--- config.mk ---
export PLATFORM = sky130hd
export DESIGN_NAME = fetch_stage
export DESIGN_NICKNAME = d
export VERILOG_FILES = /design/src/rtl/fetch_stage.sv
export SDC_FILE = /design/constraint.sdc
export NUM_CORES = 1
export LEC_CHECK = 0
export CORE_MARGIN = 5
export CORE_UTILIZATION = 48
export CTS_BUF_LIST = sky130_fd_sc_hd__clkbuf_8
export DETAILED_ROUTE_END_ITERATION = 12
export HOLD_SLACK_MARGIN = 0.12
export PLACE_DENSITY = 0.83
export SLEW_MARGIN = 0
export SYNTH_ARGS = -nofsm -noshare
export SYNTH_HDL_FRONTEND = slang
export SYNTH_SLANG_ARGS = --single-unit
export TNS_END_PERCENT = 10
--- constraint.sdc ---
create_clock -name clk -period 2.72 [get_ports clk]
set_input_delay 0.544 -clock clk [delete_from_list [all_inputs] [get_ports clk]]
set_output_delay 0.544 -clock clk [all_outputs]
set_load 0.05 [all_outputs]
--- src/rtl/fetch_stage.sv ---
// fetch_stage: instruction-fetch stage feeding the decode stage.
// Holds the PC, presents it to instruction memory, and registers the
// returned word into the IF/ID pipeline register. A redirect (PCsrc) wins
// over flush, and flush wins over stall. A misaligned redirect halts the
// stage with a sticky trap until reset.
//
// Ports:
//   clk, rst     clock, synchronous active-high reset
//   stall        hold PC and IF/ID
//   flush        load a bubble into IF/ID
//   PCsrc        redirect request
//   PCtarget     redirect address
//   imem_addr    current PC to instruction memory
//   imem_rdata   instruction word read combinationally at imem_addr
//   instr_d      IF/ID instruction
//   pc_d         IF/ID PC
//   pcplus4_d    IF/ID PC+4 (link value)
//   valid_d      IF/ID holds a real instruction (0 = bubble)
//   trap         sticky misaligned-redirect flag
//   fetch_count  number of valid instructions loaded into IF/ID
module fetch_stage #(
  parameter logic [31:0] RESET_PC  = 32'h0000_0000,
  parameter logic [31:0] NOP_INSTR = 32'h0000_0013
) (
  input  logic        clk,
  input  logic        rst,
  input  logic        stall,
  input  logic        flush,
  input  logic        PCsrc,
  input  logic [31:0] PCtarget,
  output logic [31:0] imem_addr,
  input  logic [31:0] imem_rdata,
  output logic [31:0] instr_d,
  output logic [31:0] pc_d,
  output logic [31:0] pcplus4_d,
  output logic        valid_d,
  output logic        trap,
  output logic [31:0] fetch_count
);

  typedef enum logic [0:0] {
    RUN  = 1'b0,
    HALT = 1'b1
  } state_t;

  state_t      state;
  logic [31:0] pc;
  logic [31:0] pc_plus4;
  logic        misaligned;

  assign imem_addr  = pc;
  assign pc_plus4   = pc + 32'd4;
  assign misaligned = PCtarget[1:0] != 2'b00;

  always_ff @(posedge clk) begin
    if (rst) begin
      state       <= RUN;
      pc          <= RESET_PC;
      instr_d     <= NOP_INSTR;
      pc_d        <= '0;
      pcplus4_d   <= '0;
      valid_d     <= 1'b0;
      trap        <= 1'b0;
      fetch_count <= '0;
    end else begin
      case (state)
        RUN: begin
          if (PCsrc && misaligned) begin
            // PC stays at the last good address so the faulting fetch point
            // remains observable on imem_addr.
            state   <= HALT;
            trap    <= 1'b1;
            instr_d <= NOP_INSTR;
            valid_d <= 1'b0;
          end else if (PCsrc) begin
            // Redirect overrides stall; the word fetched this cycle is
            // wrong-path, so IF/ID takes a single bubble even if flush is set.
            pc      <= PCtarget;
            instr_d <= NOP_INSTR;
            valid_d <= 1'b0;
          end else if (flush) begin
            instr_d <= NOP_INSTR;
            valid_d <= 1'b0;
            if (!stall) begin
              pc <= pc_plus4;
            end
          end else if (!stall) begin
            pc          <= pc_plus4;
            instr_d     <= imem_rdata;
            pc_d        <= pc;
            pcplus4_d   <= pc_plus4;
            valid_d     <= 1'b1;
            fetch_count <= fetch_count + 32'd1;
          end
        end
        HALT: begin
          // IF/ID was already loaded with a bubble on entry; only rst leaves.
        end
        default: state <= HALT;
      endcase
    end
  end

endmodule

# Word-level counts from Yosys, hierarchy flattened
# Cells that the tools add are included.
[word_totals]
regBits = 163
in_bits = 69
out_inout_bits = 162
elab_cells = 35
[op_classes]
add_sub_neg = 2
eq_ne = 2
muxes = 12
bitwise_logic = 5
n_reduce_logical = 6
[op_table]
columns = ["operator", "n"]
rows = [
  ["32-bit two-way mux", 6],
  ["32-bit by 1-bit adder with 32-bit output, second input constant", 1],
  ["32-bit by 3-bit adder with 32-bit output, second input constant", 1],
  ["1-bit two-way mux", 6],
  ["1-bit NOT", 5],
  ["5-bit AND reduction", 1],
  ["4-bit by 1-bit != test with 1-bit output, second input constant", 1],
  ["2-bit AND reduction", 2],
  ["3-bit AND reduction", 1],
  ["2-bit by 1-bit != test with 1-bit output, second input constant", 1],
  ["2-bit nonzero test", 1],
  ["1-bit logical AND", 1],
]

# Logic depth before layout (Yosys ltp)
[logic_depth]
word_depth = 4
ltp_mapped = 8
ltp_nobuf = 6

# Worst setup path before layout
# No wires, ideal clock.
[synth_path]
kind = "reg-to-reg"
from = "register pc[2] (netlist: imem_addr[2])"
to = "register pc[24] (netlist: imem_addr[24])"
setup_ns = 0.117
arrival_time_ns = 2.503
required_ns = 2.603
path_slack_ns = 0.100
path_stages_with_launch = 8
n_path_buf = 1
period_less_slack_ns = 2.620
cell_sequence = "dfxtp_1 ha_1 nand3_2 or2_2 buf_2 or3_4 a21o_1 a32o_1"
[synth_between]
elab_chain_cells = 3
[synth_rtl]
columns = ["element", "line", "text"]
rows = [
  ["start: declaration", "47", "logic [31:0] pc;"],
  ["start signal: assignment", "78", "pc <= PCtarget;"],
  ["start signal: assignment", "85", "pc <= pc_plus4;"],
  ["start signal: assignment", "88", "pc <= pc_plus4;"],
  ["32-bit by 3-bit adder with 32-bit output", "52", "assign pc_plus4 = pc + 32'd4;"],
  ["32-bit two-way mux", "84, 87", ""],
  ["32-bit two-way mux", "75", "end else if (PCsrc) begin"],
]
# No other way between the ends. The select of a mux whose other input is x is not followed.
# A chain may end at the register's enable or synchronous reset.

# Worst setup path in the final report
[layout_path]
from = "register pc[29] (netlist: imem_addr[29])"
to = "output imem_addr[29]"
[layout_lines]
columns = ["element", "line", "text"]
rows = [
  ["end: declaration", "31", "output logic [31:0] imem_addr,"],
]
# No word-level cell between the ends.

==> summary.txt <==
Timing
  • Pins Over Slew Limit: 0
  • Final period util: 89.7%
  • Final Hold Viols: 0
  • Skew final: 16.4 ps
  • Tmin final: 2440 ps
  • Max Fclk: 410 MHz
  • RSZ-0062 raised after global routing: false
  • Rel. slew slack: 54.1%
  • Final setup fails: 0
  • Tightest Pin Transition: 689 ps
  • Setup total negative slack: 0 ps

Synth
  • Post-synth top area share: 45.2%
  • Syn Inst Count: 863
  • Synth top area cells: dfxtp_1, nand2_1, nor2_1
  • Top cells by count, synth: dfxtp_1, nand2_1, nor2_1, a21oi_1, clkbuf_1
  • Synthesized flop and latch total: 161
  • Top-count cell post-synth: dfxtp_1
  • Prevailing post-synth register cell: dfxtp_1
  • Fraction of registers with async set/reset: 0%
  • Avg Cell Area, Syn: 8.26 um^2
  • Synth area leader: dfxtp_1
  • Seq/Total Area, Yosys: 45.2%
  • Synth Cell Area: 7130 um^2
  • Mapped Nets: 934
  • Synth warn: 0
  • Synth cell types: 55
  • EDFF count, synth: 0

Worst setup path
  • Worst Path Required: 2180 ps
  • Worst path top cell family by delay: buffers and inverters
  • CP startpoint kind: flip-flop
  • CP endpoint kind: output port
  • Critical-path top delay cell: clkdlybuf4s50_1
  • CP max stage delay: 890 ps
  • Cell breakdown of the critical path: clkdlybuf4s50_1
  • CP max FO: 9
  • CP arrival: 1900 ps
  • Critical path type: flip-flop to output port
  • Buf+Inv Stages, Crit Path: 1

Layout
  • Post-layout util: 69.9%
  • Area grow syn2layout: 42.4%
  • Total area of multi-input combinational cells: 3530 um^2
  • Finished Layout Cells: 1,278
  • Layout cell share with drive strength beyond 1: 8.69%
  • Sequential standard cell area: 3220 um^2
  • Filler cells: 1,141
  • Nets@finish: 1,151

Clocking
  • Clk sinks: 161
  • Clk slew on worst S/H paths: 80 ps
  • H-tree levels: 4
  • Cts bufs inserted: 17
  • Setup Fix Bufs, Post-CTS: 0
  • CTS Hold Bufs: 0
  • Clock Latency Late Sink: 450 ps
  • CTS max path bufs: 2
  • Root buffer cell: clkbuf_8
  • Post-CTS sizing: 0
  • CTS tree: yes

Placed design
  • Cells after DPL: 1,245
  • DP Wirelength: 16,500 um
  • IO Port Bufs: 230
  • Placer Congestion: 0.928

Power
  • Worst vdd ir: 0.000509 V
  • Power per cell area: 507 nW/um^2
  • Comb pwr share: 15.1%
  • Clock share of power: 37.0%
  • NetSw: 0.00139 W
  • Static Leak: 3.56 nW
  • Switching Fraction: 27.1%
  • Internal Pwr Total: 0.00375 W
  • Reg power frac: 47.9%

Floorplanning
  • Initial core utilization: 49.1%
  • Die width: 132 um
  • Die ar.: 17,400 um^2
  • Die height: 132 um
  • Io pins: 231
  • Core Area: 14,500 um^2
  • Row count: 44

Outcome
  • Status: finished, final reports clean

Global route
  • Pin count of the biggest net entering global routing: 102
  • Total Routing Usage GR: 25.2%
  • Total congestion overflow: 0
  • Initial antenna violation count: 2
  • Vias in the first global route: 6,849
  • First-pass GRT wire length: 36,200 um

Routing
  • Vias per Instance: 5.65
  • First-pass DRT Iterations: 5
  • Drt total wl: 22,800 um
  • Antenna-violating nets left: 0
  • Via count: 7,216
  • Iter 0 DRT Violations: 641
  • Wirelength per Cell: 17.8 um
  • Drt drc: 0

Run
  • Max-Cap Viols: 0

Min path
  • Hold Crit Class: flip-flop to flip-flop
-- final cells by class --
class / count / share of cell area (%)
antenna: 1 / 0.0246
clock buffer: 19 / 2.57
clock inverter: 13 / 1.68
tap: 184 / 2.27
multi-input combinational: 611 / 34.8
sequential: 161 / 31.7
timing repair buffer: 275 / 26.4
inverter: 14 / 0.517
-- metrics by stage --
step | cell area (um^2) | hold WS, ps | total power (W) | worst slack, ps
6_report | 10200 | 456 | 0.00515 | 279
5_1_grt | 10200 | 473 | 0.00534 | 186
4_1_cts | 10200 | 458 | 0.00517 | 267
3_5_place_dp | 9720 | 446 | 0.00329 | -69.9
2_1_floorplan | 7130 | 441 | 0.00296 | 99.9
3_3_place_gp | 9720 | 441 | 0.00328 | -13.9
-- layer usage --
metal	up-vias	wire, um	GRT usage, %
met3	40	1990	7.94
met1	3416	9450	32.7
met5	-	12	0
met2	306	10800	40.5
li1	3452	-	-
met4	2	533	7.49
-- sequential cells by signal, indices dropped and copies added (netlist names) --
signal	flops
trap	1
instr_d	32
pc_d	32
fetch_count	32
pcplus4_d	30
valid_d	1
state	1
imem_addr	32
-- final timing paths --
check,startpoint,to,slack [ps],cells after the start
worst max register to register,imem_addr[10]$_SDFFE_PP0P_,pcplus4_d[31]$_SDFFE_PP0P_,310,5
worst min-delay path,pc_d[19]$_SDFFE_PP0P_,pc_d[19]$_SDFFE_PP0P_,460,2
worst max-delay path,imem_addr[29]$_SDFFE_PP0P_,imem_addr[29],280,1
worst min register to register,pc_d[19]$_SDFFE_PP0P_,pc_d[19]$_SDFFE_PP0P_,460,2
-- cells in the final DEF (no fill, tap or decap), types with 12 or more instances in the layout --
cell type / instances
o21ai_0: 33
inv_1: 17
nor2_1: 108
a31oi_1: 15
a22oi_1: 39
nand2_1: 114
buf_4: 42
nand3_1: 24
nor3_1: 12
xnor2_1: 24
dfxtp_1: 161
a21oi_1: 64
and3_1: 13
a211oi_1: 12
xor2_1: 31
clkbuf_8: 19
nand4_1: 22
clkdlybuf4s50_1: 228
-- power by group through the flow --
| stage | Clock, W | Sequential (W) | Combinational, W |
|---|---|---|---|
| floorplan | 0 | 0.00271 | 0.000257 |
| detailed placement | 0 | 0.00252 | 0.000769 |
| global placement | 0 | 0.00252 | 0.000762 |
| finish | 0.00190 | 0.00247 | 0.000775 |
| global route | 0.00205 | 0.00247 | 0.000822 |
| CTS | 0.00193 | 0.00247 | 0.000773 |
-- worst reg2reg max path, stage by stage, from the launching register on --
cell and delay (ps):
dfxtp_1 540, nand4_1 300, nor3_1 520, nand3_1 380, or3_1 440, a31oi_1 150
-- cells by family (layout without fill, tap and decap cells) --
logic type	Yosys count	in the layout	share of synthesized area (%)
AO/OA/AOI/OAI	208	208	18.5
XOR/XNOR	55	55	6.75
adder cells (fa/ha/maj)	2	2	0.351
buffers and inverters	91	321	5.39
flip-flops	161	161	45.2
multiplexers	2	2	0.281
other	0	1	0
AND/OR/NAND/NOR	344	344	23.5
Power figures use the tool's default switching activity.
